<file path="src/rtl/cache_pkg.sv">
// Shared types and sizing for the L1 data cache and its L2 request channel.
package cache_pkg;

    localparam int unsigned ADDR_WIDTH = 32;
    localparam int unsigned DATA_WIDTH = 32;
    localparam int unsigned INDEX_BITS = 6;
    localparam int unsigned TAG_BITS   = ADDR_WIDTH - INDEX_BITS - 2;
    localparam int unsigned NUM_LINES  = 1 << INDEX_BITS;
    localparam int unsigned CNT_WIDTH  = 32;

    typedef enum logic [1:0] {
        IDLE      = 2'd0,
        WRITEBACK = 2'd1,
        ALLOCATE  = 2'd2,
        DONE      = 2'd3
    } state_t;

    // L2 request fields, in the order the L2 controller expects them.
    typedef struct packed {
        logic                  req;
        logic                  we;
        logic [ADDR_WIDTH-1:0] addr;
        logic [DATA_WIDTH-1:0] wdata;
    } l2_req_t;

    // Single write port into the tag/data array. wr_data gates the tag and
    // data update; valid/dirty are always written when en is set.
    typedef struct packed {
        logic                  en;
        logic                  wr_data;
        logic                  valid;
        logic                  dirty;
        logic [INDEX_BITS-1:0] idx;
        logic [TAG_BITS-1:0]   tag;
        logic [DATA_WIDTH-1:0] data;
    } arr_wr_t;

    // Word-aligned line address from a tag and an index.
    function automatic logic [ADDR_WIDTH-1:0] line_addr(
        input logic [TAG_BITS-1:0]   tag,
        input logic [INDEX_BITS-1:0] idx
    );
        return {tag, idx, 2'b00};
    endfunction

endpackage

</file>
<file path="src/rtl/l1_dcache_ctrl_if.sv">
// M-stage access and L2 request/ready signals of the L1 data cache.
// master = cache controller, slave = pipeline plus L2 controller.
interface l1_dcache_ctrl_if;
    import cache_pkg::*;

    logic                  MemReadM;
    logic                  MemWriteM;
    logic [ADDR_WIDTH-1:0] ALUResultM;
    logic [DATA_WIDTH-1:0] WriteDataM;
    logic [DATA_WIDTH-1:0] ReadDataM;
    logic                  CacheWait;

    logic                  L2Req;
    logic                  L2WE;
    logic [ADDR_WIDTH-1:0] L2Addr;
    logic [DATA_WIDTH-1:0] L2WData;
    logic [DATA_WIDTH-1:0] L2RData;
    logic                  L2Ready;

    modport master (
        input  MemReadM, MemWriteM, ALUResultM, WriteDataM, L2RData, L2Ready,
        output ReadDataM, CacheWait, L2Req, L2WE, L2Addr, L2WData
    );

    modport slave (
        output MemReadM, MemWriteM, ALUResultM, WriteDataM, L2RData, L2Ready,
        input  ReadDataM, CacheWait, L2Req, L2WE, L2Addr, L2WData
    );

endinterface

</file>
<file path="src/rtl/dcache_tag_data_array.sv">
// Direct-mapped line storage: combinational read, one write port.
// Valid/dirty bits reset; tags and data do not.
module dcache_tag_data_array
    import cache_pkg::*;
(
    input  logic                  clk,
    input  logic                  rst,
    input  logic [INDEX_BITS-1:0] rd_idx,
    output logic                  rd_valid,
    output logic                  rd_dirty,
    output logic [TAG_BITS-1:0]   rd_tag,
    output logic [DATA_WIDTH-1:0] rd_data,
    input  arr_wr_t               wr
);

    logic [NUM_LINES-1:0]  valid_q;
    logic [NUM_LINES-1:0]  dirty_q;
    logic [TAG_BITS-1:0]   tag_q  [NUM_LINES];
    logic [DATA_WIDTH-1:0] data_q [NUM_LINES];

    // Line state bits, cleared by reset.
    always_ff @(posedge clk or negedge rst) begin
        if (!rst) begin
            valid_q <= '0;
            dirty_q <= '0;
        end else if (wr.en) begin
            valid_q[wr.idx] <= wr.valid;
            dirty_q[wr.idx] <= wr.dirty;
        end
    end

    // Tag and data storage, no reset.
    always_ff @(posedge clk) begin
        if (wr.en && wr.wr_data) begin
            tag_q[wr.idx]  <= wr.tag;
            data_q[wr.idx] <= wr.data;
        end
    end

    assign rd_valid = valid_q[rd_idx];
    assign rd_dirty = dirty_q[rd_idx];
    assign rd_tag   = tag_q[rd_idx];
    assign rd_data  = data_q[rd_idx];

endmodule

</file>
<file path="src/rtl/l1_dcache_ctrl.sv">
// Direct-mapped write-back/write-allocate L1 data cache controller.
// Hits complete in the access cycle; misses stall via CacheWait while the
// victim is written back and the line refilled from L2.
module l1_dcache_ctrl
    import cache_pkg::*;
(
    input  logic                 clk,
    input  logic                 rst,
    l1_dcache_ctrl_if.master     bus,
    output logic [CNT_WIDTH-1:0] HitCount,
    output logic [CNT_WIDTH-1:0] MissCount
);

    state_t                state_q, state_d;
    l2_req_t               l2_q, l2_d;
    arr_wr_t               arr_wr;
    arr_wr_t               wr_merge, wr_clean, wr_fill;
    l2_req_t               req_wb, req_fill;

    logic [INDEX_BITS-1:0] addr_idx;
    logic [TAG_BITS-1:0]   addr_tag;
    logic                  rd_valid, rd_dirty;
    logic [TAG_BITS-1:0]   rd_tag;
    logic [DATA_WIDTH-1:0] rd_data;

    logic access, is_store, hit;
    logic cache_wait, hit_inc, miss_inc;
    logic unused_addr_bits;

    assign addr_idx         = bus.ALUResultM[INDEX_BITS+1:2];
    assign addr_tag         = bus.ALUResultM[ADDR_WIDTH-1:INDEX_BITS+2];
    assign unused_addr_bits = ^bus.ALUResultM[1:0];

    assign access   = bus.MemReadM | bus.MemWriteM;
    assign is_store = bus.MemWriteM;
    assign hit      = rd_valid && (rd_tag == addr_tag);

    dcache_tag_data_array u_array (
        .clk      (clk),
        .rst      (rst),
        .rd_idx   (addr_idx),
        .rd_valid (rd_valid),
        .rd_dirty (rd_dirty),
        .rd_tag   (rd_tag),
        .rd_data  (rd_data),
        .wr       (arr_wr)
    );

    // Candidate array writes and L2 requests for the FSM to pick from.
    assign wr_merge = '{en: 1'b1, wr_data: 1'b1, valid: 1'b1, dirty: 1'b1,
                        idx: addr_idx, tag: addr_tag, data: bus.WriteDataM};
    assign wr_clean = '{en: 1'b1, wr_data: 1'b0, valid: 1'b1, dirty: 1'b0,
                        idx: addr_idx, tag: rd_tag, data: rd_data};
    assign wr_fill  = '{en: 1'b1, wr_data: 1'b1, valid: 1'b1, dirty: 1'b0,
                        idx: addr_idx, tag: addr_tag, data: bus.L2RData};
    assign req_wb   = '{req: 1'b1, we: 1'b1,
                        addr: line_addr(rd_tag, addr_idx), wdata: rd_data};
    assign req_fill = '{req: 1'b1, we: 1'b0,
                        addr: {bus.ALUResultM[ADDR_WIDTH-1:2], 2'b00},
                        wdata: '0};

    // FSM state register.
    always_ff @(posedge clk or negedge rst) begin
        if (!rst) state_q <= IDLE;
        else      state_q <= state_d;
    end

    // Next state, array write, L2 request and stall decode.
    always_comb begin
        state_d    = state_q;
        l2_d       = l2_q;
        arr_wr     = '0;
        cache_wait = 1'b0;
        hit_inc    = 1'b0;
        miss_inc   = 1'b0;
        case (state_q)
            IDLE: begin
                if (access) begin
                    if (hit) begin
                        hit_inc = 1'b1;
                        if (is_store) arr_wr = wr_merge;
                    end else begin
                        cache_wait = 1'b1;
                        miss_inc   = 1'b1;
                        if (rd_valid && rd_dirty) begin
                            state_d = WRITEBACK;
                            l2_d    = req_wb;
                        end else begin
                            state_d = ALLOCATE;
                            l2_d    = req_fill;
                        end
                    end
                end
            end
            WRITEBACK: begin
                cache_wait = 1'b1;
                if (bus.L2Ready) begin
                    arr_wr  = wr_clean;
                    state_d = ALLOCATE;
                    l2_d    = req_fill;
                end
            end
            ALLOCATE: begin
                cache_wait = 1'b1;
                if (bus.L2Ready) begin
                    arr_wr   = wr_fill;
                    state_d  = DONE;
                    l2_d.req = 1'b0;
                end
            end
            DONE: begin
                if (access && is_store) arr_wr = wr_merge;
                state_d = IDLE;
            end
            default: state_d = IDLE;
        endcase
    end

    // Registered L2 request, held until accepted.
    always_ff @(posedge clk or negedge rst) begin
        if (!rst) l2_q <= '0;
        else      l2_q <= l2_d;
    end

    // Saturating hit/miss counters.
    always_ff @(posedge clk or negedge rst) begin
        if (!rst) begin
            HitCount  <= '0;
            MissCount <= '0;
        end else begin
            if (hit_inc && (HitCount != '1))
                HitCount <= HitCount + CNT_WIDTH'(1);
            if (miss_inc && (MissCount != '1))
                MissCount <= MissCount + CNT_WIDTH'(1);
        end
    end

    assign bus.L2Req     = l2_q.req;
    assign bus.L2WE      = l2_q.we;
    assign bus.L2Addr    = l2_q.addr;
    assign bus.L2WData   = l2_q.wdata;
    assign bus.CacheWait = rst & cache_wait;
    assign bus.ReadDataM = rst ? rd_data : '0;

endmodule

</file>
<file path="src/flat_wrapper.sv">
// flat-port wrapper written by rule: the top's interface ports become plain ports
module l1_dcache_ctrl_flat import cache_pkg::*;
  (clk, rst, HitCount, MissCount, bus_MemReadM, bus_MemWriteM, bus_ALUResultM, bus_WriteDataM, bus_L2RData, bus_L2Ready, bus_ReadDataM, bus_CacheWait, bus_L2Req, bus_L2WE, bus_L2Addr, bus_L2WData);
  l1_dcache_ctrl_if bus_i ();
  input  logic clk;
  input  logic rst;
  output logic [CNT_WIDTH-1:0] HitCount;
  output logic [CNT_WIDTH-1:0] MissCount;
  input wire logic [$bits(bus_i.MemReadM)-1:0] bus_MemReadM;
  input wire logic [$bits(bus_i.MemWriteM)-1:0] bus_MemWriteM;
  input wire logic [$bits(bus_i.ALUResultM)-1:0] bus_ALUResultM;
  input wire logic [$bits(bus_i.WriteDataM)-1:0] bus_WriteDataM;
  input wire logic [$bits(bus_i.L2RData)-1:0] bus_L2RData;
  input wire logic [$bits(bus_i.L2Ready)-1:0] bus_L2Ready;
  output wire logic [$bits(bus_i.ReadDataM)-1:0] bus_ReadDataM;
  output wire logic [$bits(bus_i.CacheWait)-1:0] bus_CacheWait;
  output wire logic [$bits(bus_i.L2Req)-1:0] bus_L2Req;
  output wire logic [$bits(bus_i.L2WE)-1:0] bus_L2WE;
  output wire logic [$bits(bus_i.L2Addr)-1:0] bus_L2Addr;
  output wire logic [$bits(bus_i.L2WData)-1:0] bus_L2WData;
  assign bus_i.MemReadM = bus_MemReadM;
  assign bus_i.MemWriteM = bus_MemWriteM;
  assign bus_i.ALUResultM = bus_ALUResultM;
  assign bus_i.WriteDataM = bus_WriteDataM;
  assign bus_i.L2RData = bus_L2RData;
  assign bus_i.L2Ready = bus_L2Ready;
  assign bus_ReadDataM = bus_i.ReadDataM;
  assign bus_CacheWait = bus_i.CacheWait;
  assign bus_L2Req = bus_i.L2Req;
  assign bus_L2WE = bus_i.L2WE;
  assign bus_L2Addr = bus_i.L2Addr;
  assign bus_L2WData = bus_i.L2WData;
  l1_dcache_ctrl u_core (.clk(clk), .rst(rst), .bus(bus_i), .HitCount(HitCount), .MissCount(MissCount));
endmodule
</file>
<file path="config.mk">
export PLATFORM = sky130hd
export DESIGN_NAME = l1_dcache_ctrl_flat
export DESIGN_NICKNAME = d
export VERILOG_FILES = /design/src/rtl/cache_pkg.sv /design/src/rtl/l1_dcache_ctrl_if.sv /design/src/rtl/dcache_tag_data_array.sv /design/src/rtl/l1_dcache_ctrl.sv /design/src/flat_wrapper.sv
export SDC_FILE = /design/constraint.sdc
export NUM_CORES = 2
export LEC_CHECK = 0
export ABC_CLOCK_PERIOD_IN_PS = 13250
export CELL_PAD_IN_SITES_DETAIL_PLACEMENT = 1
export CELL_PAD_IN_SITES_GLOBAL_PLACEMENT = 2
export CORE_ASPECT_RATIO = 0.9
export CORE_MARGIN = 2
export CORE_UTILIZATION = 25
export CTS_BUF_LIST = sky130_fd_sc_hd__clkbuf_4 sky130_fd_sc_hd__clkbuf_8
export DETAILED_ROUTE_END_ITERATION = 6
export GPL_ROUTABILITY_DRIVEN = 0
export PLACE_DENSITY = 0.53
export SYNTH_ARGS = -nofsm -noshare
export SYNTH_HDL_FRONTEND = slang
export SYNTH_SLANG_ARGS = --single-unit
</file>
<file path="constraint.sdc">
create_clock -name clk -period 13.25 [get_ports clk]
set_input_delay 1.9875 -clock clk [delete_from_list [all_inputs] [get_ports clk]]
set_output_delay 1.9875 -clock clk [all_outputs]
set_load 0.05 [all_outputs]
</file>
[Word-level counts from Yosys, hierarchy flattened]
Memory sizes are Yosys's and may differ from the RTL's.
Index checks and enable logic that the tools add are counted.
Storage, ports and cells
  RAM bits: 3584
  logic and storage cells: 80
  flip-flop bits (word level): 260
  input bits: 101
  memories: 2
Memory list
  u_core.u_array.data_q: words 64, bits a word 32, rd ports 1, clocked after Yosys merged registers in 0, write ports 1, line dcache_tag_data_array.sv:19  | logic [DATA_WIDTH-1:0] data_q [NUM_LINES];
  u_core.u_array.tag_q: words 64, bits a word 24, rd ports 1, clocked after Yosys merged registers in 0, write ports 1, line dcache_tag_data_array.sv:18  | logic [TAG_BITS-1:0] tag_q [NUM_LINES];
Operators by class
  reduce and logical (&&, ||, !) cells: 14
  muxes and demuxes: 38
  equal/unequal tests: 10
  magnitude comparators: 3
  $add $sub $neg: 2
  bitwise logic cells: 2
Operators by type and width (count)
  66-bit two-way mux: 9
  66-bit case mux with 4 select lines: 1
  65-bit case mux with 2 select lines: 1
  64-bit bitwise mux: 2
  65-bit two-way mux: 1
  32-bit by 1-bit adder with 32-bit output, second input constant: 2
  32-bit != test, second input constant: 2
  32-bit two-way mux: 1
  24-bit == test: 1
  6-bit by 7-bit < comparator with 1-bit output, second input constant: 2
  1-bit binary-select mux with 6-bit select: 2
  1-bit two-way mux: 12
  2-bit two-way mux: 5
  2-bit case mux with 4 select lines: 1
  4-bit AND reduction: 2
  1-bit logical AND: 7
  1-bit demux with 6-bit select: 1
  6-bit by 1-bit greater-or-equal comparator with 1-bit output, second input constant: 1
  2-bit != test, second input constant: 3
  5-bit AND reduction: 1
  2-bit == test, second input constant: 2
  1-bit case mux with 3 select lines: 1
  3-bit nonzero test: 1
  2-bit by 1-bit == test with 1-bit output, second input constant: 1
  7 further kinds: 7

[Longest topological paths before layout]
  depth after elaboration: 11
  mapped depth: 21
  mapped depth without buffers: 11

[Modules after synthesis]
Synthesis repeated with hierarchy kept, for this count alone.
Unflattened totals
  cell total of the unflattened synthesis: 6782
  area total of the unflattened synthesis: 149609.7 sq um
By module, submodules not included
  dcache_tag_data_array: cells an instance 6050, instances 1, area each 142111.3 sq um, sequential area each 110826.3 sq um
  l1_dcache_ctrl: cells an instance 732, instances 1, area each 7498.4 sq um, sequential area each 3253.1 sq um

[Worst setup path before layout]
Ideal clock, no wire load.
  path type: input to register
  start point: input port bus_ALUResultM[3]
  end point: memory u_core.u_array.tag_q[0][7] in the netlist's numbering (data pin)
  stages on the path: 17
  path slack: 5.073 ns
  path buffers: 7
  arrival: 7.475 ns
  data required time: 12.548 ns
  cell sequence: buf_6 buf_6 buf_6 buf_2 buf_2 mux4_2 a31oi_1 nand4_1 xnor2_1 a21oi_1 a2111oi_0 nor4bb_1 buf_2 a41o_1 nor2_1 buf_2 o21ai_0
RTL lines
  start, declared: line flat_wrapper.sv:11  | input wire logic [$bits(bus_i.ALUResultM)-1:0] bus_ALUResultM;
  end, declared: line dcache_tag_data_array.sv:18

[Final worst setup path]
  start point: input port bus_ALUResultM[2]
  end point: output port bus_CacheWait
Between the ends
  cells in the longest elaborated chain, start to end: 7
  elaborated cells between the ends (all ways): 9
RTL lines
  memory 64 x 24 bit / 1-bit binary-select mux with 6-bit select (equally long branches)
  24-bit == test / 1-bit two-way mux (equally long branches): line l1_dcache_ctrl.sv:36, dcache_tag_data_array.sv:40
  1-bit logical AND (*): line l1_dcache_ctrl.sv:36  | assign hit = rd_valid && (rd_tag == addr_tag);
  1-bit two-way mux (*): line l1_dcache_ctrl.sv:79  | if (hit) begin
  1-bit two-way mux (*): line l1_dcache_ctrl.sv:78  | if (access) begin
  1-bit case mux with 2 select lines (*): line l1_dcache_ctrl.sv:76  | case (state_q)
  1-bit AND (*): line l1_dcache_ctrl.sv:142  | assign bus.CacheWait = rst & cache_wait;
  end, declared: line flat_wrapper.sv:16  | output wire logic [$bits(bus_i.CacheWait)-1:0] bus_CacheWait;
Mark *: on every way between the ends. The rest lies on a longest branch, timed or not. The select of a mux whose other input is x is not followed.

==> results summary <==
The run finished with clean final reports. The number of sinks on the clock net is 3842. The largest stage delay on the critical path came out at about 0.77 ns. STA classifies the critical path startpoint as an input pin. Traced cell by cell, the critical path runs through buf_16, buf_4, and2b_4, buf_4, a22oi_1, nand3_1, o21ai_0, a211oi_1, xnor2_1, a2111oi_0, nor4bb_4, buf_4, a21oi_2, buf_4, nor2_1, nor3b_1, clkdlybuf4s50_1.

The number of vias in the routed layout is 80400. The initial standard-cell utilization of the core is roughly a quarter. The combinational power share is roughly an eighth. The area share of the largest cell type after synthesis is 71.1%.

The area of all placed cells without fillers is 179000 µm². The register bit total from synthesis is 3842. The worst setup path is captured at an output pin.

The count of placed standard cells in the final layout, fillers left out came out at 16600. The hold violation total from the final report came out at 0. The peak fanout along the critical path is ~60.

The initial DRC count came out at about 9400. The most used standard cell by instance count after synthesis is sky130_fd_sc_hd__edfxtp_1. The netlist area before placement is 151000 µm². The via count normalized by instance count is ~4.8.

The count of endpoints failing setup in the final report came out at 0. The number of different library cells in the post-synthesis netlist came out at between 80 and 90. The data arrival time of the critical path came out at between 7 and 8 ns. The number of synthesized flops with an enable pin is around 3600.

The clock latency at the later pin of the worst-skew pair is ~1.3 ns. The number of nets in the layout came out at 8134. The detailed-route wire length is around 550000 µm. The detail-routed net length per standard cell came out at 33.2 µm. The final critical path takes up between 70% and 80% of the cycle. The total power came out at between 20000 and 30000 µW. After layout, the minimum clock period comes to roughly 9.9 ns. The placed standard-cell area came out at about 170000 µm². Based on the critical path, the design can be clocked at up to between 100 and 150 MHz. Sorting the synthesized cells by area gives the leading types as sky130_fd_sc_hd__edfxtp_1 71%, sky130_fd_sc_hd__mux4_2 13%, sky130_fd_sc_hd__dfrtp_1 4.3%.

The number of rows in the core area came out at between 200 and 300. The quantity of hold-fixing buffers added after cts is 0. The tree is rooted in a sky130_fd_sc_hd__clkbuf_8.

The count of buffers added by post-CTS timing repair for setup came out at 0. After clock tree synthesis, the clock-pin slew on the worst setup and hold paths is 0.06 ns. The standby leakage power came out at 0.0580 µW.

Averaged over all synthesized cells, the footprint is 20.9 µm². The die boundary width is ~800 µm. The core box area is around 600000 µm².

Summed over all failing endpoints, the final setup total negative slack is 0 ns. The min-delay analysis places its worst path in the category flip-flop to flip-flop. The async set or reset register ratio after synthesis came out at roughly 6.7%. The global-route usage over all layers is between 10% and 20%. The die extent in y is roughly 740 µm.

The post-DP HPWL came out at about 290000 µm. The master of the slowest instance on the critical path is sky130_fd_sc_hd__clkdlybuf4s50_1. The most used flip-flop cell after synthesis is sky130_fd_sc_hd__edfxtp_1. The share of cells above drive strength 1 came out at roughly 30%.

The number of antenna violations at the first check in global routing is 35. The count of pins on the block boundary is approximately 260. The switching portion of total power is between 20% and 30%. The clock network burns a little over a third of the power.

The total internal power came out at roughly 21000 µW. The share of the yosys chip area belonging to registers came out at 75.4%. Clock tree synthesis inserted a total of 662 buffers. Setup repair after global routing left no endpoint under its margin. The count of buffers inserted at the top-level ports came out at around 260.

Counting stages on the worst path, the most repeated cell is sky130_fd_sc_hd__buf_4. Across the run, the number of max-cap violations was 0. The die covers 612000 µm².

The normalized max-slew margin came out at around 4.8%. The slew of the pin with the lowest slew margin is 1.42 ns. The final count of pins violating max slew is 0.

The final worst clock skew is 0.104 ns. Among cell families on the critical path, the largest total delay comes from buffers and inverters. The category of the most critical setup path is input pin to output pin. The first detailed-routing pass ran for 6 iterations. After technology mapping, the gate count stands at 7253. After filler insertion, the fill cell instance count of the layout stands at 61400. The commonest cells after synthesis are 3584 x sky130_fd_sc_hd__edfxtp_1, 890 x sky130_fd_sc_hd__mux4_2, 404 x sky130_fd_sc_hd__mux2i_1. The antenna violation net count after detailed routing came out at 0.

The number of global-route vias before repair came out at approximately 84000. Compared with the post-synthesis result, the final layout area differs by 18.2%. The net switching power came out at slightly below 8000 µW.

The largest net degree at the start of global routing is 142. In the routed design, unresolved DRC markers number 0. The first global-routing pass estimated roughly 740000 µm of wire. The post-cts repair resize count is 0. The maximum count of clock buffers along a single path came out at 4. Of all cell types, the one taking the most synthesized area is sky130_fd_sc_hd__edfxtp_1. The number of H-tree branching levels came out at 6. The CTS tree is yes.

The worst-case IR drop observed on VDD is 182 µV. The placed instance count is 15400. Per report_power, the sequential group accounts for around half of the total. The number of buffers and inverters on the critical path is 6. The global route total overflow came out at 0. The endpoint required time on the critical path is approximately 11 ns. The power per cell area came out at about 160 nW/µm². The Yosys step of the flow raised 0 warnings.
==> through the flow <==
| step | utilization (%) | hold WS, ns | setup WS (ns) |
|---|---|---|---|
| global placement | 27.5 | 0.447 | 3.18 |
| floorplan | - | 0.434 | 5.07 |
| finish | 29.6 | 0.468 | 3.31 |
| global route | 29.6 | 0.479 | 3.08 |
| CTS | 29.6 | 0.470 | 3.26 |
| detailed placement | 27.5 | 0.450 | 3.22 |
==> final cells by class <==
type / instances / area (µm²) / area share, %
Sequential cell: 3842 / 114000 / 63.8
Multi-Input combinational cell: 2937 / 36000 / 20.1
Clock buffer: 896 / 11000 / 6.15
Tap cell: 8053 / 10100 / 5.63
Timing Repair Buffer: 542 / 5800 / 3.24
Clock inverter: 274 / 1680 / 0.940
Inverter: 42 / 165 / 0.0923
Antenna cell: 7 / 17.5 / 0.00979
==> cells in the final DEF, fill, tap and decap left out, drive strengths merged, types with 30 or more instances in the layout <==
master and count:
a21oi 96, a22o 30, a22oi 173, a32o 34, and2 50, and3 30, buf 291, clkbuf 896
clkdlybuf4s50 251, clkinv 225, dfrtp 258, edfxtp 3584, inv 61, mux2 122, mux2i 404, mux4 890
nand2 183, nand3 139, nand4 37, nor2 161, nor2b 31, nor3 41, o21ai 146, o21bai 48
o22ai 54, xnor2 37, xor2 52
==> power groups by stage <==
| stage | Combinational, µW | Sequential, µW | Clock, µW |
|---|---|---|---|
| global placement | 3660 | 14900 | 0 |
| CTS | 3810 | 14700 | 10900 |
| global route | 4010 | 14700 | 11400 |
| floorplan | 1860 | 15200 | 0 |
| finish | 3770 | 14700 | 10600 |
| detailed placement | 3810 | 14900 | 0 |
==> worst register-to-register path, stage by stage, from the launching register on <==
cell                        delay (ns)
sky130_fd_sc_hd__edfxtp_1         0.36
sky130_fd_sc_hd__mux4_2           0.47
sky130_fd_sc_hd__a22o_1           0.26
sky130_fd_sc_hd__a221oi_1         0.60
sky130_fd_sc_hd__and3_1           0.49
sky130_fd_sc_hd__xor2_1           0.19
sky130_fd_sc_hd__a21oi_1          0.16
sky130_fd_sc_hd__a2111oi_0        0.60
sky130_fd_sc_hd__nor4bb_4         0.30
sky130_fd_sc_hd__buf_4            0.35
sky130_fd_sc_hd__a41o_1           0.72
sky130_fd_sc_hd__nor2_4           0.06
sky130_fd_sc_hd__buf_12           0.26
sky130_fd_sc_hd__nor2_4           1.41
sky130_fd_sc_hd__buf_4            0.56
==> kinds of logic after synthesis <==
kind of cell | synth area share [%]
compound gates | 3.07
xor+xnor | 0.515
fa+ha+maj | 0.0496
buf+inv | 1.65
flops | 75.4
mux | 16.8
other cells | 0.00248
simple gates | 2.52
==> sequential cells by signal (all words and copies together), names as in the netlist <==
name,count
u_core.u_array.data_q,2048
u_core.u_array.tag_q,1536
u_core.u_array.dirty_q,64
u_core.u_array.valid_q,64
u_core.HitCount,32
u_core.MissCount,32
u_core.bus.L2WData,32
u_core.bus.L2Addr,30
u_core.state_q,2
u_core.bus.L2Req,1
u_core.bus.L2WE,1
==> path summary, 6_finish.rpt <==
kind                                                     endpoint  cells past startpoint  slack [ns]                                    from
setup / recovery                                    bus_CacheWait                     17        3.31                       bus_ALUResultM[2]
hold / removal             u_core.u_array.valid_q[18]$_DFFE_PN0P_                      1        0.47  u_core.u_array.valid_q[18]$_DFFE_PN0P_
setup reg to reg           u_core.u_array.data_q[21][8]$_DFFE_PP_                     14        6.08   u_core.u_array.tag_q[47][3]$_DFFE_PP_
hold reg to reg            u_core.u_array.valid_q[18]$_DFFE_PN0P_                      1        0.47  u_core.u_array.valid_q[18]$_DFFE_PN0P_
max in group asynchronous        u_core.bus.L2Addr[9]$_DFFE_PN0P_                      4        9.88                                     rst
min in group asynchronous           u_core.state_q[0]$_DFFE_PN0P_                      1        0.64                                     rst
==> per-layer routing <==
layer,vias up,routed length (µm),share of wire (%),GRT usage [%]
li1,31800,-,-,-
met1,44900,239000,43,24.1
met2,2944,267000,48,29.1
met3,676,32200,5.8,2.65
met4,0,12600,2.3,4.23
met5,-,0,0,0
Power figures use the tool's default switching activity.
